**src/rtl/id_ex_operand_stage.sv**
```systemverilog
// ID/EX pipeline register with EX-stage operand selection, forwarding and hazard detection.
// Optional macro ID_EX_FWD_EN: enables EX/MEM and MEM/WB forwarding plus stall write-back capture.
module id_ex_operand_stage #(
  parameter int XLEN      = 32,
  parameter int NREG_BITS = 5
) (
  input  logic                 clk,
  input  logic                 rst_n,
  input  logic                 stall,
  input  logic                 flush,
  input  logic                 id_valid,
  input  logic [XLEN-1:0]      id_pc,
  input  logic [XLEN-1:0]      id_imm,
  input  logic [XLEN-1:0]      id_rs1_data,
  input  logic [XLEN-1:0]      id_rs2_data,
  input  logic [NREG_BITS-1:0] id_rs1_addr,
  input  logic [NREG_BITS-1:0] id_rs2_addr,
  input  logic [NREG_BITS-1:0] id_rd_addr,
  input  logic [3:0]           id_alu_code,
  input  logic [1:0]           id_a_sel,
  input  logic [1:0]           id_b_sel,
  input  logic                 id_reg_write,
  input  logic                 id_mem_read,
  input  logic                 id_mem_write,
  input  logic [NREG_BITS-1:0] exmem_rd,
  input  logic                 exmem_reg_write,
  input  logic [XLEN-1:0]      exmem_result,
  input  logic [NREG_BITS-1:0] memwb_rd,
  input  logic                 memwb_reg_write,
  input  logic [XLEN-1:0]      memwb_result,
  output logic [3:0]           ALUopcode,
  output logic [XLEN-1:0]      ALUin_a,
  output logic [XLEN-1:0]      ALUin_b,
  output logic [XLEN-1:0]      ex_store_data,
  output logic                 ex_valid,
  output logic [NREG_BITS-1:0] ex_rd_addr,
  output logic                 ex_reg_write,
  output logic                 ex_mem_read,
  output logic                 ex_mem_write,
  output logic                 ex_illegal,
  output logic                 load_use_hazard
);

  logic                 valid_q, valid_d;
  logic [XLEN-1:0]      pc_q, pc_d;
  logic [XLEN-1:0]      imm_q, imm_d;
  logic [XLEN-1:0]      rs1_data_q, rs1_data_d;
  logic [XLEN-1:0]      rs2_data_q, rs2_data_d;
  logic [NREG_BITS-1:0] rs1_addr_q, rs1_addr_d;
  logic [NREG_BITS-1:0] rs2_addr_q, rs2_addr_d;
  logic [NREG_BITS-1:0] rd_addr_q, rd_addr_d;
  logic [3:0]           alu_code_q, alu_code_d;
  logic [1:0]           a_sel_q, a_sel_d;
  logic [1:0]           b_sel_q, b_sel_d;
  logic                 reg_write_q, reg_write_d;
  logic                 mem_read_q, mem_read_d;
  logic                 mem_write_q, mem_write_d;
  logic                 illegal_q, illegal_d;

  logic                 id_illegal;
  logic [XLEN-1:0]      rs1_val, rs2_val;

  assign id_illegal = (id_alu_code > 4'd10);

  always_comb begin
    valid_d     = valid_q;
    pc_d        = pc_q;
    imm_d       = imm_q;
    rs1_data_d  = rs1_data_q;
    rs2_data_d  = rs2_data_q;
    rs1_addr_d  = rs1_addr_q;
    rs2_addr_d  = rs2_addr_q;
    rd_addr_d   = rd_addr_q;
    alu_code_d  = alu_code_q;
    a_sel_d     = a_sel_q;
    b_sel_d     = b_sel_q;
    reg_write_d = reg_write_q;
    mem_read_d  = mem_read_q;
    mem_write_d = mem_write_q;
    illegal_d   = illegal_q;
    if (flush) begin
      // Bubble: every field is zeroed so the stage is a clean no-op add.
      valid_d     = 1'b0;
      pc_d        = '0;
      imm_d       = '0;
      rs1_data_d  = '0;
      rs2_data_d  = '0;
      rs1_addr_d  = '0;
      rs2_addr_d  = '0;
      rd_addr_d   = '0;
      alu_code_d  = 4'd0;
      a_sel_d     = 2'd0;
      b_sel_d     = 2'd0;
      reg_write_d = 1'b0;
      mem_read_d  = 1'b0;
      mem_write_d = 1'b0;
      illegal_d   = 1'b0;
    end else if (stall) begin
`ifdef ID_EX_FWD_EN
      // A value retiring from WB while we hold must not be lost.
      if (memwb_reg_write && (memwb_rd == rs1_addr_q) && (rs1_addr_q != '0))
        rs1_data_d = memwb_result;
      if (memwb_reg_write && (memwb_rd == rs2_addr_q) && (rs2_addr_q != '0))
        rs2_data_d = memwb_result;
`endif
    end else begin
      valid_d     = id_valid;
      pc_d        = id_pc;
      imm_d       = id_imm;
      rs1_data_d  = id_rs1_data;
      rs2_data_d  = id_rs2_data;
      rs1_addr_d  = id_rs1_addr;
      rs2_addr_d  = id_rs2_addr;
      rd_addr_d   = id_rd_addr;
      alu_code_d  = id_illegal ? 4'd0 : id_alu_code;
      a_sel_d     = id_a_sel;
      b_sel_d     = id_b_sel;
      reg_write_d = id_reg_write & ~id_illegal;
      mem_read_d  = id_mem_read;
      mem_write_d = id_mem_write & ~id_illegal;
      illegal_d   = id_illegal;
    end
  end

  always_ff @(posedge clk) begin
    if (!rst_n) begin
      valid_q     <= 1'b0;
      pc_q        <= '0;
      imm_q       <= '0;
      rs1_data_q  <= '0;
      rs2_data_q  <= '0;
      rs1_addr_q  <= '0;
      rs2_addr_q  <= '0;
      rd_addr_q   <= '0;
      alu_code_q  <= 4'd0;
      a_sel_q     <= 2'd0;
      b_sel_q     <= 2'd0;
      reg_write_q <= 1'b0;
      mem_read_q  <= 1'b0;
      mem_write_q <= 1'b0;
      illegal_q   <= 1'b0;
    end else begin
      valid_q     <= valid_d;
      pc_q        <= pc_d;
      imm_q       <= imm_d;
      rs1_data_q  <= rs1_data_d;
      rs2_data_q  <= rs2_data_d;
      rs1_addr_q  <= rs1_addr_d;
      rs2_addr_q  <= rs2_addr_d;
      rd_addr_q   <= rd_addr_d;
      alu_code_q  <= alu_code_d;
      a_sel_q     <= a_sel_d;
      b_sel_q     <= b_sel_d;
      reg_write_q <= reg_write_d;
      mem_read_q  <= mem_read_d;
      mem_write_q <= mem_write_d;
      illegal_q   <= illegal_d;
    end
  end

`ifdef ID_EX_FWD_EN
  function automatic logic [XLEN-1:0] fwd_value(input logic [NREG_BITS-1:0] addr,
                                                input logic [XLEN-1:0]      data);
    logic [XLEN-1:0] v;
    v = data;
    if (addr == '0)
      v = '0;
    else if (exmem_reg_write && (exmem_rd == addr))
      v = exmem_result;
    else if (memwb_reg_write && (memwb_rd == addr))
      v = memwb_result;
    return v;
  endfunction

  assign rs1_val = fwd_value(rs1_addr_q, rs1_data_q);
  assign rs2_val = fwd_value(rs2_addr_q, rs2_data_q);

  assign load_use_hazard = valid_q & mem_read_q & (rd_addr_q != '0) & id_valid &
                           ((rd_addr_q == id_rs1_addr) | (rd_addr_q == id_rs2_addr));
`else
  // Without forwarding any in-flight writer of a source register is a hazard.
  function automatic logic raw_match(input logic [NREG_BITS-1:0] addr);
    return (addr != '0) &&
           ((reg_write_q && (rd_addr_q == addr)) ||
            (exmem_reg_write && (exmem_rd == addr)) ||
            (memwb_reg_write && (memwb_rd == addr)));
  endfunction

  logic unused_fwd_data;
  assign unused_fwd_data = ^{exmem_result, memwb_result};

  assign rs1_val = rs1_data_q;
  assign rs2_val = rs2_data_q;

  assign load_use_hazard = id_valid & (raw_match(id_rs1_addr) | raw_match(id_rs2_addr));
`endif

  always_comb begin
    ALUin_a = rs1_val;
    case (a_sel_q)
      2'd1:    ALUin_a = pc_q;
      2'd2:    ALUin_a = '0;
      default: ALUin_a = rs1_val;
    endcase
  end

  always_comb begin
    ALUin_b = rs2_val;
    case (b_sel_q)
      2'd1:    ALUin_b = imm_q;
      2'd2:    ALUin_b = XLEN'(4);
      default: ALUin_b = rs2_val;
    endcase
  end

  assign ALUopcode     = alu_code_q;
  assign ex_store_data = rs2_val;
  assign ex_valid      = valid_q;
  assign ex_rd_addr    = rd_addr_q;
  assign ex_reg_write  = reg_write_q;
  assign ex_mem_read   = mem_read_q;
  assign ex_mem_write  = mem_write_q;
  assign ex_illegal    = illegal_q;

endmodule

```
**config.mk**
```make
export PLATFORM = sky130hd
export DESIGN_NAME = id_ex_operand_stage
export DESIGN_NICKNAME = d
export VERILOG_FILES = /design/src/rtl/id_ex_operand_stage.sv
export SDC_FILE = /design/constraint.sdc
export NUM_CORES = 1
export LEC_CHECK = 0
export BUFFER_PORTS_ARGS = -buffer_cell sky130_fd_sc_hd__buf_4
export CAP_MARGIN = 20
export CORE_AREA = 2 2 136 138
export DETAILED_ROUTE_END_ITERATION = 8
export DIE_AREA = 0 0 138 140
export GPL_ROUTABILITY_DRIVEN = 0
export GPL_TIMING_DRIVEN = 0
export PLACE_DENSITY = 0.75
export SLEW_MARGIN = 10
export SYNTH_ARGS = -nofsm -noshare
export SYNTH_HDL_FRONTEND = slang
export SYNTH_SLANG_ARGS = --single-unit
```
**constraint.sdc**
```tcl
create_clock -name clk -period 1.36 [get_ports clk]
set_input_delay 0.204 -clock clk [delete_from_list [all_inputs] [get_ports clk]]
set_output_delay 0.204 -clock clk [all_outputs]
set_load 0.02 [all_outputs]
```
==> summary.md, run 1 <==
| Metric | Value |
|---|---|
| Run status | finished, violations left |
| Failing checks | setup timing |
| CTS max path bufs | 2 |
| R2r worst-path depth | 3 |
| Die X | 138 microns |
| Achievable Freq | 513.4 MHz |
| Largest net degree at the start of global routing | 17 |
| First-pass GRT wire length | 37490 microns |
| Final hold slack | 0.008498 ns |
| PwrDens | 986.9 nW/um^2 |
| Site Rows | 49 |
| Max_cap viols | 0 |
| Initial core utilization | 35.94% |
| Critical path origin | b_sel_q[0]$_SDFFE_PP0N_ |
| Clk sink count | 146 |
| Number of synthesized flops with an enable pin | 0 |
| Setup crit start kind | flop |
| Worst skew pair latency | 0.42 ns |
| Synth top cells by count | 146 x dfxtp_1, 145 x nor2_1, 139 x mux2i_1, 127 x nand2_1, 65 x o21ai_0 |
| Final ANT Viol Nets | 0 |
| Port bufs | 280 |
| DP Area | 9676 sq um |
| Post-synth top area share | 45.74% |
| CTS root buf | clkbuf_16 |
| Initial drt markers | 213 |
| DR DRC count | 0 |
| Fin. max-slew vios | 0 |
| Setup Skew | 0 ns |
| Synth area leaders | dfxtp_1 46%, mux2i_1 22%, nor2_1 8.5% |
| Count of different cell masters after synthesis | 25 |
| Critical Setup Path Class | flop to output port |
| Pre-antenna DRT Iters | 4 |
| Worst Path Arrival | 1.74 ns |
| Vias in the first global route | 6684 |
| Share of layout cells above drive strength 1 | 47.71% |
| Register area share after synthesis | 45.74% |
| Synth Area per Inst | 8.600 sq um |
| Largest fanout on the critical path | 5 |
| Core area | 17780 sq um |
| Async SR Flop Fraction | 0% |
| Top Ports | 346 |
| Min Tclk post-route | 1.948 ns |
| Syn Inst Count | 743 |
| Leakage | 0.005232 uW |
| GRT Total Usage | 24.91% |
| Die height | 140 microns |
| Area Growth Syn to Fin | 83.04% |
| Hold Violations, Final | 0 |
| Worst setup EP type | output port |
| Final WS setup | -0.5878 ns |
| Clock transition at path regs | 0.07 ns |
| Synth Cell Area | 6390 sq um |
| Top-count cell post-synth | dfxtp_1 |
| Flops & latches, synth | 146 |
| RSZ-0062 raised after global routing | yes |
| H-Tree Depth | 4 |
| IR drop worst, VDD | 0.8454 mV |
| Reg2Reg Launch Point | ex_rd_addr[3]$_SDFFE_PP0N_ |
| Ys flop type | dfxtp_1 |
| Hold path startpoint | id_pc[19] |
| Design area | 11700 sq um |
| Die area | 19320 sq um |
| Worst min path class | input pin to flop |
| Final #Nets | 1315 |
| Worst endpoint required time | 1.16 ns |
| Final setup violation count | 65 |
| Post-Route WL | 24320 microns |
| Vias per inst | 4.924 |
| Syn_nets | 981 |
| Post-route clock period utilization | 143.2% |
| Final HPWL DP | 16670 microns |
| Total CTS buffers | 17 |
| Vias | 6495 |
| DR WL/cell | 18.43 microns |
| Total power | 11540 uW |
| Initial antenna violation count | 0 |
| CTS tree | built |
| Synth area leader | dfxtp_1 |
| Total number of yosys warnings | 0 |
| Relative slew slack | 57.53% |
| Ant diodes | 0 |
| Hold Path Cell Cnt | 3 |
| Actual slew at the worst max-slew pin | 0.6371 ns |
| Grt total ovfl | 0 |
## through the flow
stage	TNS (ns)	util [%]	std cells	setup WS, ns
after floorplan	-0.8255	-	743	-0.02899
after global placement	-66.07	54.42	1252	-0.4645
after CTS	-35.24	65.50	1317	-0.6221
after global routing	-38.43	65.78	1319	-0.6831
after detailed placement	-69.71	54.42	1252	-0.4911
final	-35.07	65.78	1319	-0.5878
## timing repair
item	4_1_cts	5_1_grt
endpoints found under the setup margin	88	65
pin swaps	62	8
endpoints found under the hold margin	9	1
cloned	17	0
hold buffers	9	1
gates resized for setup	231	7
setup buffers	7	1
## sequential cells by signal, indices dropped and copies added, names as in the netlist, 2 cells and up
name           flops
imm_q             32
ex_rd_addr         5
b_sel_q            2
a_sel_q            2
ex_store_data     32
rs1_data_q        32
pc_q              32
ALUopcode          4
## critical path: stages, from the launching register on
cell	delay (ns)
dfxtp_2	0.35
inv_2	0.05
ha_4	0.30
clkbuf_16	0.17
clkbuf_16	0.18
nand2_4	0.06
o21ai_4	0.07
buf_6	0.14
## layout by cell type, fill, tap and decap left out, types with 24 or more instances in the layout
cell type / count
clkbuf_16: 41
buf_6: 65
o21ai_4: 58
mux2i_1: 139
nor2_1: 145
nand2_1: 63
dfxtp_1: 136
buf_4: 224
nand2_4: 63
xor2_1: 24
## metal layers
metal,share of wire [%],global-route usage (%)
met5,0,0
met4,3.2,10.42
met3,6.8,7.590
met2,49,43.28
met1,41,28.56
## report_power, final
part	internal, uW	switching [uW]
registers	4420	126
logic	1150	1050
clock network	2860	1940
## worst paths after layout
kind                                endpoint  slack (ns)
setup / recovery                 ALUin_b[13]       -0.59
hold / removal         pc_q[19]$_SDFFE_PP0N_       0.008
hold reg to reg       imm_q[20]$_SDFFE_PP0N_        0.50
setup reg to reg  ex_rd_addr[3]$_SDFFE_PP0N_        0.58
## cell families after synthesis
| group | count (synthesis) | share of synthesized area (%) |
|---|---|---|
| AND/OR/NAND/NOR | 292 | 17.88 |
| XOR/XNOR | 30 | 4.112 |
| adder cells (fa/ha/maj) | 3 | 0.5875 |
| buffers and inverters | 56 | 3.642 |
| multiplexers | 139 | 21.77 |
| AO/OA/AOI/OAI | 77 | 6.266 |
| flip-flops | 146 | 45.74 |
## final cells by class
class | count | area [sq um]
clock buffer | 21 | 470.5
tap | 229 | 286.5
inverter | 3 | 11.26
sequential | 146 | 2943
multi-input combinational | 541 | 4449
fill | 1405 | 6083
clock inverter | 11 | 125.1
timing repair buffer | 315 | 2848
buffer | 53 | 563.0
Power figures use the tool's default switching activity.
==> run 2, diff against run 1 <==
Clock period 1.36 ns to 1.6 ns, I/O delays scaled along.
==> summary.md, run 2 (synthesis results as in run 1) <==
| Metric | Value |
|---|---|
| CTS max path bufs | 2 |
| Worst min path class | input pin to flop |
| Min Tclk post-route | 1.974 ns |
| Relative slew slack | 40.65% |
| DR DRC count | 0 |
| Critical Setup Path Class | flop to output port |
| Post-route clock period utilization | 123.4% |
| Final WS setup | -0.3737 ns |
| RSZ-0062 raised after global routing | yes |
| Share of layout cells above drive strength 1 | 47.59% |
| Hold_buf cts | 0 |
| Worst Path Buf+Inv | 4 |
| Die X | 138 microns |
| Crit path max-delay family | buffers and inverters |
| Initial antenna violation count | 0 |
| Most frequent cells in the layout | 225 x buf_4, 145 x nor2_1, 139 x mux2i_1, 138 x dfxtp_1, 66 x buf_6 |
| Setup crit start kind | flop |
| Achievable Freq | 506.7 MHz |
| IR drop worst, VDD | 0.7094 mV |
| Clock transition at path regs | 0.06 ns |
| Worst endpoint required time | 1.36 ns |
| Core area | 17780 sq um |
| Port bufs | 280 |
| Final ANT Viol Nets | 0 |
| Post-Route WL | 24400 microns |
| Die area | 19320 sq um |
| Setup Skew | 0 ns |
| Fin. max-slew vios | 0 |
| CTS root buf | clkbuf_16 |
| GRT Total Usage | 23.69% |
| Run status | finished, violations left |
| Grt total ovfl | 0 |
| Vias in the first global route | 6407 |
| Die height | 140 microns |
| Initial drt markers | 243 |
| Total power | 9903 uW |
| Largest net degree at the start of global routing | 17 |
| Most common cell after layout, fill and taps aside | buf_4 |
| Worst setup EP type | output port |
| PwrDens | 877.4 nW/um^2 |
| CTS tree | built |
| Vias | 6462 |
| Vias per inst | 4.937 |
| Final setup violation count | 65 |
| Max_cap viols | 0 |
| Final #Nets | 1306 |
| H-Tree Depth | 4 |
| Actual slew at the worst max-slew pin | 0.8903 ns |
| Worst-path cell with the longest stage delay | ha_4 |
| Worst skew pair latency | 0.40 ns |
| Clk sink count | 146 |
| Worst-path cell chain | inv_2 -> ha_4 -> buf_6 -> clkbuf_16 -> nand2_4 -> o21ai_1 -> buf_4 |
| Crit-path max cell delay | 0.37 ns |
| Failing checks | setup timing |
| Final HPWL DP | 16140 microns |
| Site Rows | 49 |
| DR WL/cell | 18.64 microns |
| Leakage | 0.005140 uW |
| Pre-antenna DRT Iters | 5 |
| Setup TNS | -20.76 ns |
| First-pass GRT wire length | 35820 microns |
| Largest fanout on the critical path | 8 |
| Area Growth Syn to Fin | 76.64% |
| Top Ports | 346 |
| Worst Path Arrival | 1.73 ns |
| Total CTS buffers | 17 |
| Initial core utilization | 35.94% |
| Hold Violations, Final | 0 |
| Ant diodes | 0 |
## run 2: final timing paths
check / to / slack [ns] / cells past startpoint / startpoint
worst max register to register: b_sel_q[0]$_SDFFE_PP0N_ / 0.71 / 4 / b_sel_q[0]$_SDFFE_PP0N_
worst min-delay path: pc_q[12]$_SDFFE_PP0N_ / 0.05 / 3 / id_pc[12]
worst min register to register: pc_q[20]$_SDFFE_PP0N_ / 0.50 / 2 / pc_q[20]$_SDFFE_PP0N_
worst max-delay path: ALUin_a[24] / -0.37 / 7 / a_sel_q[1]$_SDFFE_PP0N_
## run 2: timing repair
| action | CTS | global route |
|---|---|---|
| gates cloned | 12 | 3 |
| hold endpoints to repair | 0 | 0 |
| buffers inserted | 11 | 2 |
| gates resized for setup | 224 | 137 |
| pin swaps | 51 | 37 |
| endpoints found under the setup margin | 65 | 75 |
## run 2: per-layer routing
metal	vias to the layer above	track usage, %	part of all wire (%)
li1	3126	-	-
met1	3095	28.67	41
met2	224	42.39	52
met3	17	6.462	5.9
met4	0	4.726	1.1
met5	-	0	0
## run 2: tightest hold or removal path, cell delays in order
cell and delay [ns]:
buf_4 0.07, mux2i_1 0.05, nor2_1 0.07
## run 2: per-stage QoR
stage	instances	hold slack (ns)	setup WS [ns]	area, sq um	util [%]
after floorplan	743	0.3839	-0.05540	6461	-
after global placement	1252	0.4681	-0.5947	8850	49.77
after detailed placement	1252	0.4761	-0.6192	8850	49.77
after CTS	1304	0.04015	-0.3733	10670	60.04
after global routing	1309	0.03925	-0.4634	11290	63.48
final	1309	0.05388	-0.3737	11290	63.48
## run 2: area by class of cell
class                   count  area, sq um
plain buffers              51        526.8
clock buffers              19        442.9
clock inverters            12        178.9
fillers                  1415         6492
inverters                   3        11.26
multi-input cells         541         4129
flip-flops and latches    146         2933
well taps                 229        286.5
repair buffers            308         2779
## run 2: power breakdown
part / switching [uW] / internal [uW]
Sequential: 98.8 / 3760
Clock: 1600 / 2660
Combinational: 861 / 932
